===== config.mk =====
export PLATFORM = sky130hd
export DESIGN_NAME = hmmm_bus_sequencer
export DESIGN_NICKNAME = d
export VERILOG_FILES = /design/src/rtl/hmmm_pkg.sv /design/src/rtl/hmmm_rr_arb2.sv /design/src/rtl/hmmm_bus_sequencer.sv
export SDC_FILE = /design/constraint.sdc
export NUM_CORES = 1
export LEC_CHECK = 0
export ABC_AREA = 1
export BUFFER_PORTS_ARGS = -buffer_cell sky130_fd_sc_hd__clkbuf_2
export CORE_MARGIN = 3
export CORE_UTILIZATION = 42
export DETAILED_ROUTE_END_ITERATION = 6
export PLACE_DENSITY_LB_ADDON = 0.15
export SLEW_MARGIN = 20
export SYNTH_ARGS = -nofsm -noshare
export SYNTH_HDL_FRONTEND = slang
export SYNTH_SLANG_ARGS = --single-unit

===== constraint.sdc =====
create_clock -name clk -period 1.4 [get_ports clk]
set_input_delay 0.14 -clock clk [delete_from_list [all_inputs] [get_ports clk]]
set_output_delay 0.14 -clock clk [all_outputs]
set_load 0.01 [all_outputs]

===== src/rtl/hmmm_pkg.sv =====
// hmmm_pkg
// Shared definitions for the Hmmm register-bus logic: the sequencer state
// encoding, default bus geometry and the requester id constants.
package hmmm_pkg;

  // Sequencer states; TURN is the dead cycle between two bus owners
  typedef enum logic [1:0] {
    ST_IDLE = 2'd0,
    ST_XFER = 2'd1,
    ST_TURN = 2'd2
  } seq_state_t;

  localparam int HMMM_NREGS = 16;
  localparam int HMMM_RIDW  = 4;

  // Requester ids, also used as the round-robin priority value
  localparam logic REQ_A = 1'b0;
  localparam logic REQ_B = 1'b1;

endpackage


===== src/rtl/hmmm_rr_arb2.sv =====
// hmmm_rr_arb2
// Two-way round-robin arbiter for the register-bus sequencer.
// Ports:
//   clk    in   clock
//   rst    in   synchronous active-low reset (priority returns to A)
//   valid  in   [1:0] request valids, bit 0 = A, bit 1 = B
//   take   in   a grant is being consumed this cycle
//   grant  out  [1:0] one-hot grant, combinational
//   prio   out  current priority holder (0 = A, 1 = B)
module hmmm_rr_arb2
  import hmmm_pkg::*;
(
  input  logic       clk,
  input  logic       rst,
  input  logic [1:0] valid,
  input  logic       take,
  output logic [1:0] grant,
  output logic       prio
);

  logic win_b;
  logic prio_nxt;

  // B wins when it is alone, or when both ask and B holds priority
  assign win_b    = valid[1] && (!valid[0] || (prio == REQ_B));
  assign grant    = {win_b, valid[0] && !win_b};
  assign prio_nxt = win_b ? REQ_A : REQ_B;

  // Priority flop: hands priority to the loser on every consumed grant
  always_ff @(posedge clk) begin
    if (!rst) begin
      prio <= REQ_A;
    end else if (take) begin
      prio <= prio_nxt;
    end
  end

endmodule


===== src/rtl/hmmm_bus_sequencer.sv =====
// hmmm_bus_sequencer
// Owns every enable of the shared 16-bit register bus. Accepts move requests
// from requester A (control/decode) and B (ALU writeback), arbitrates them
// round-robin and runs each as IDLE -> XFER -> TURN, so exactly one driver is
// ever on the bus and a turnaround cycle separates consecutive owners.
// Ports:
//   clk, rst                   clock, synchronous active-low reset
//   a_valid/a_ready            requester A handshake (ready is combinational)
//   a_ext, a_src, a_dst        A's source select and register indices
//   b_*                        same for requester B
//   reg_drive [NREGS]          one-hot register output enables (registered)
//   reg_load  [NREGS]          one-hot register latch enables (registered)
//   ext_oe                     external source drives the bus (registered)
//   done, done_id              completion pulse and its requester
//   busy                       sequencer not idle
module hmmm_bus_sequencer
  import hmmm_pkg::*;
#(
  parameter int NREGS = HMMM_NREGS,
  parameter int RIDW  = HMMM_RIDW
) (
  input  logic             clk,
  input  logic             rst,
  input  logic             a_valid,
  output logic             a_ready,
  input  logic             a_ext,
  input  logic [RIDW-1:0]  a_src,
  input  logic [RIDW-1:0]  a_dst,
  input  logic             b_valid,
  output logic             b_ready,
  input  logic             b_ext,
  input  logic [RIDW-1:0]  b_src,
  input  logic [RIDW-1:0]  b_dst,
  output logic [NREGS-1:0] reg_drive,
  output logic [NREGS-1:0] reg_load,
  output logic             ext_oe,
  output logic             done,
  output logic             done_id,
  output logic             busy
);

  seq_state_t       state, state_nxt;
  logic [1:0]       grant;
  logic             prio;
  logic             hs;
  logic             sel_b;
  logic             sel_ext;
  logic [RIDW-1:0]  sel_src;
  logic [RIDW-1:0]  sel_dst;
  logic             src_ok;
  logic             dst_ok;
  logic             id_q, id_nxt;
  logic [NREGS-1:0] drive_nxt, load_nxt;
  logic             ext_nxt, done_nxt, done_id_nxt;

  hmmm_rr_arb2 u_arb (
    .clk   (clk),
    .rst   (rst),
    .valid ({b_valid, a_valid}),
    .take  (hs),
    .grant (grant),
    .prio  (prio)
  );

  // Ready is only offered in IDLE and never while reset is held
  assign a_ready = rst && (state == ST_IDLE) && grant[0];
  assign b_ready = rst && (state == ST_IDLE) && grant[1];
  assign hs      = a_ready || b_ready;

  assign sel_b   = grant[1];
  assign sel_ext = sel_b ? b_ext : a_ext;
  assign sel_src = sel_b ? b_src : a_src;
  assign sel_dst = sel_b ? b_dst : a_dst;

  // Out-of-range indices turn the move into a silent no-op
  assign src_ok  = sel_ext || (int'(sel_src) < NREGS);
  assign dst_ok  = int'(sel_dst) < NREGS;

  // State register
  always_ff @(posedge clk) begin
    if (!rst) begin
      state <= ST_IDLE;
    end else begin
      state <= state_nxt;
    end
  end

  // Next state plus next values of the registered outputs. Enables are
  // decoded on the handshake cycle so they appear exactly during XFER.
  always_comb begin
    state_nxt   = state;
    id_nxt      = id_q;
    drive_nxt   = '0;
    load_nxt    = '0;
    ext_nxt     = 1'b0;
    done_nxt    = 1'b0;
    done_id_nxt = REQ_A;
    case (state)
      ST_IDLE: begin
        if (hs) begin
          state_nxt = ST_XFER;
          id_nxt    = sel_b;
          if (src_ok && dst_ok) begin
            if (sel_ext) begin
              ext_nxt = 1'b1;
            end else begin
              drive_nxt[sel_src] = 1'b1;
            end
            // r0 is hard zero and a register-to-itself move is a no-op
            if ((sel_dst != '0) && (sel_ext || (sel_src != sel_dst))) begin
              load_nxt[sel_dst] = 1'b1;
            end
          end
        end
      end
      ST_XFER: begin
        state_nxt   = ST_TURN;
        done_nxt    = 1'b1;
        done_id_nxt = id_q;
      end
      ST_TURN: begin
        state_nxt = ST_IDLE;
      end
      default: begin
        state_nxt = ST_IDLE;
      end
    endcase
  end

  // Output registers; reset clears everything, which also aborts a
  // transfer in flight without a done pulse
  always_ff @(posedge clk) begin
    if (!rst) begin
      id_q      <= REQ_A;
      reg_drive <= '0;
      reg_load  <= '0;
      ext_oe    <= 1'b0;
      done      <= 1'b0;
      done_id   <= REQ_A;
      busy      <= 1'b0;
    end else begin
      id_q      <= id_nxt;
      reg_drive <= drive_nxt;
      reg_load  <= load_nxt;
      ext_oe    <= ext_nxt;
      done      <= done_nxt;
      done_id   <= done_id_nxt;
      busy      <= (state_nxt != ST_IDLE);
    end
  end

  a_one_driver: assert property (@(posedge clk)
    ($countones(reg_drive) + int'(ext_oe)) <= 1);
  a_one_loader: assert property (@(posedge clk)
    $countones(reg_load) <= 1);
  a_enables_in_xfer: assert property (@(posedge clk)
    ((|reg_drive) || (|reg_load) || ext_oe) |-> (state == ST_XFER));
  a_done_quiet: assert property (@(posedge clk)
    done |-> !((|reg_drive) || (|reg_load) || ext_oe));
  a_prio_reset: assert property (@(posedge clk)
    !rst |=> (prio == REQ_A));

endmodule


==> reports/metrics.cfg <==
[synth]
yosys_warnings = 0
mappedNetlistNets = 222
async_flop_share = 0
yosysSeqAreaShare = 0.5149
synth_seq_cells = 39
yosysTopAreaCellShare = 0.5149
synthTopCellsByArea = dfxtp_1 51%, nand2_1 13%, nor2_1 11%
synth_area_per_cell_um2 = 7.582
yosys.cell_types.count = 20
synthCells = 200
netlist_area_mm2 = 0.001516
synth_area_leader_cell = dfxtp_1
ys.flop_type = dfxtp_1
synth_edf_count = 0

[sta]
hold_viol_final = 0
tns_ns = -2.949
hold-worst-slack_ns = 0.09997
finalWorstSetupSlack_ns = -0.1200
fin_crit_ns = 1.520
drv_slew = 0
finalCritPeriodShare = 1.086
rsz0062_at_grt = yes
setup_viol = 33
fmax_mhz = 657.9
skew_ns = 0.004762

[pwr]
internal-power_mw = 1.689
seq_power_share = 0.488
pwr-share-comb = 0.241
swShare = 0.2851
p_sw_uw = 673.8
p_per_area_mw_per_mm2 = 987.3
clock_power_share = 0.271
p_leak_nw = 1.207
peakVddDrop_mv = 0.5291

[finish]
stdcell_count = 349
final_common_cell = clkbuf_2
drive_gt1_frac = 0.5347
diodes = 0
area_delta_synth_final_pct = 57.84
fin_nets = 324
mostFrequentLayoutCells = 58 x clkbuf_2, 43 x nand2_1, 36 x dfxtp_1, 30 x buf_4, 29 x nor2_1

[placement]
dpl.cell_count = 324
hpwl_mm = 2.617
gp_congestion = 0.8061
port_buffers = 59
pre_cts_ws_ns = -0.1659

[detailed_routing]
routed_wl_mm = 3.805
ant_nets = 0
first_pass_iters = 4
drc = 0
vias = 1571
drt-initial-drc-count = 40
wl_per_cell_um = 10.90
drt-vias-per-instance = 4.501

[grt]
grt_pass1_vias = 1431
track_usage = 0.1727
grt_antenna_before_repair = 0
overflow = 0
grt_max_degree = 13
grt_pass1_wl_mm = 5.802

[setup_path]
rr_worst_depth = 11
arrival_ns = 1.38
path_max_fanout = 8
worstSetupPathType = reg2out
critPathLaunch = u_arb.prio
critPathRequiredTime_ns = 1.26
cp-start-kind = flop
rrSetupSlack_ns = -0.12
rr_endpoint = reg_drive[15]
endpoint = b_ready
r2r-start = u_arb.prio
end_kind = output pin

[cts]
clkTransAtPathRegs_ns = 0.11
clk_latency_ns = 0.33
clock_sinks = 39
htree_levels = 2
clk_path_buf_depth = 2
cts-root-buf = clkbuf_4
cts_buffers = 5
cts_tree = yes

[floorplanning]
start_util = 0.4440
dieArea_mm2 = 0.004368
fp-row-count = 21
pin_count = 60
die_y_um = 66.09
core_area_mm2 = 0.003416
chipWidth_um = 66.09

[status]
status = finished with violations
violations = setup timing

[worst_hold_path]
hold_path.class = in2reg

[flow_run]
max_cap_violations = 0

Yosys cell counts, types with 2 or more instances:
library cell and number:
nand2_1 54, nor2_1 46, dfxtp_1 39, inv_1 23
nand3_1 10, nand2_2 5, nand3b_1 4, buf_6 3
o21ai_2 3, inv_2 2, nor2_2 2
what timing repair did:
action                                 CTS  global route
gates cloned                             2             0
gates resized for setup                 28            28
hold buffers                             0             0
setup endpoints to repair               33            33
buffers inserted                         8             7
endpoints found under the hold margin    0             0
pin swaps                               10             8
per-stage QoR:
stage,total power [mW],utilization,cell area [um^2]
after floorplan,1.422,-,1519
after global placement,1.586,0.5864,2003
after detailed placement,1.592,0.5864,2003
after CTS,2.313,0.6626,2263
after global routing,2.483,0.7007,2394
final,2.363,0.7007,2394
cell families (layout without fill, tap and decap cells):
kind of cell | after synthesis | after routing | share of synthesized area
flops | 39 | 39 | 0.5149
compound gates | 6 | 6 | 0.03136
other cells | 1 | 1 | 0.002473
buf+inv | 29 | 130 | 0.09736
simple gates | 125 | 127 | 0.3540
worst min path at each step:
stage,startpoint,end,slack [ns],cells past startpoint
6_report,rst,u_arb.prio,0.1,3
5_1_grt,rst,u_arb.prio,0.07,3
4_1_cts,rst,u_arb.prio,0.07,3
3_5_place_dp,rst,id_q,0.44,3
3_3_place_gp,rst,id_q,0.43,3
2_1_floorplan,rst,id_q,0.29,2
worst max-delay path: stages, from the launching register on:
cell and delay, ns:
dfxtp_2 0.34, inv_2 0.04, nand2_4 0.11, nand2_8 0.09, buf_6 0.14, nor2_4 0.12
buf_6 0.12, buf_6 0.09
power by group through the flow:
stage          sequential [mW]  clock, mW  combinational (mW)
3_3_place_gp              1.17          0               0.411
5_1_grt                   1.16      0.705               0.622
4_1_cts                   1.15      0.660               0.502
2_1_floorplan             1.19          0               0.236
6_report                  1.15      0.641               0.570
3_5_place_dp              1.18          0               0.417
cell type report:
type                    count  area [um^2]
fillers                   292         1022
flip-flops and latches     39        784.5
multi-input cells         134        759.5
repair buffers             97        625.6
inverters                  25        93.84
clock buffers               7        65.06
well taps                  46        57.56
clock inverters             1        7.507
layer usage:
layer | wire [um] | vias up | track usage
met4 | 72 | 0 | 0.06853
met3 | 267 | 8 | 0.05442
met5 | 0 | - | 0
met2 | 1885 | 61 | 0.2986
li1 | - | 806 | -
met1 | 1579 | 696 | 0.1954
flip-flops by register name, summed over array words and instances, names as in the netlist:
signal,flops
state,2
ext_oe,1
reg_load,16
done_id,1
id_q,1
busy,1
reg_drive,16
u_arb.prio,1
No activity file was read; power rests on OpenSTA's default activity.
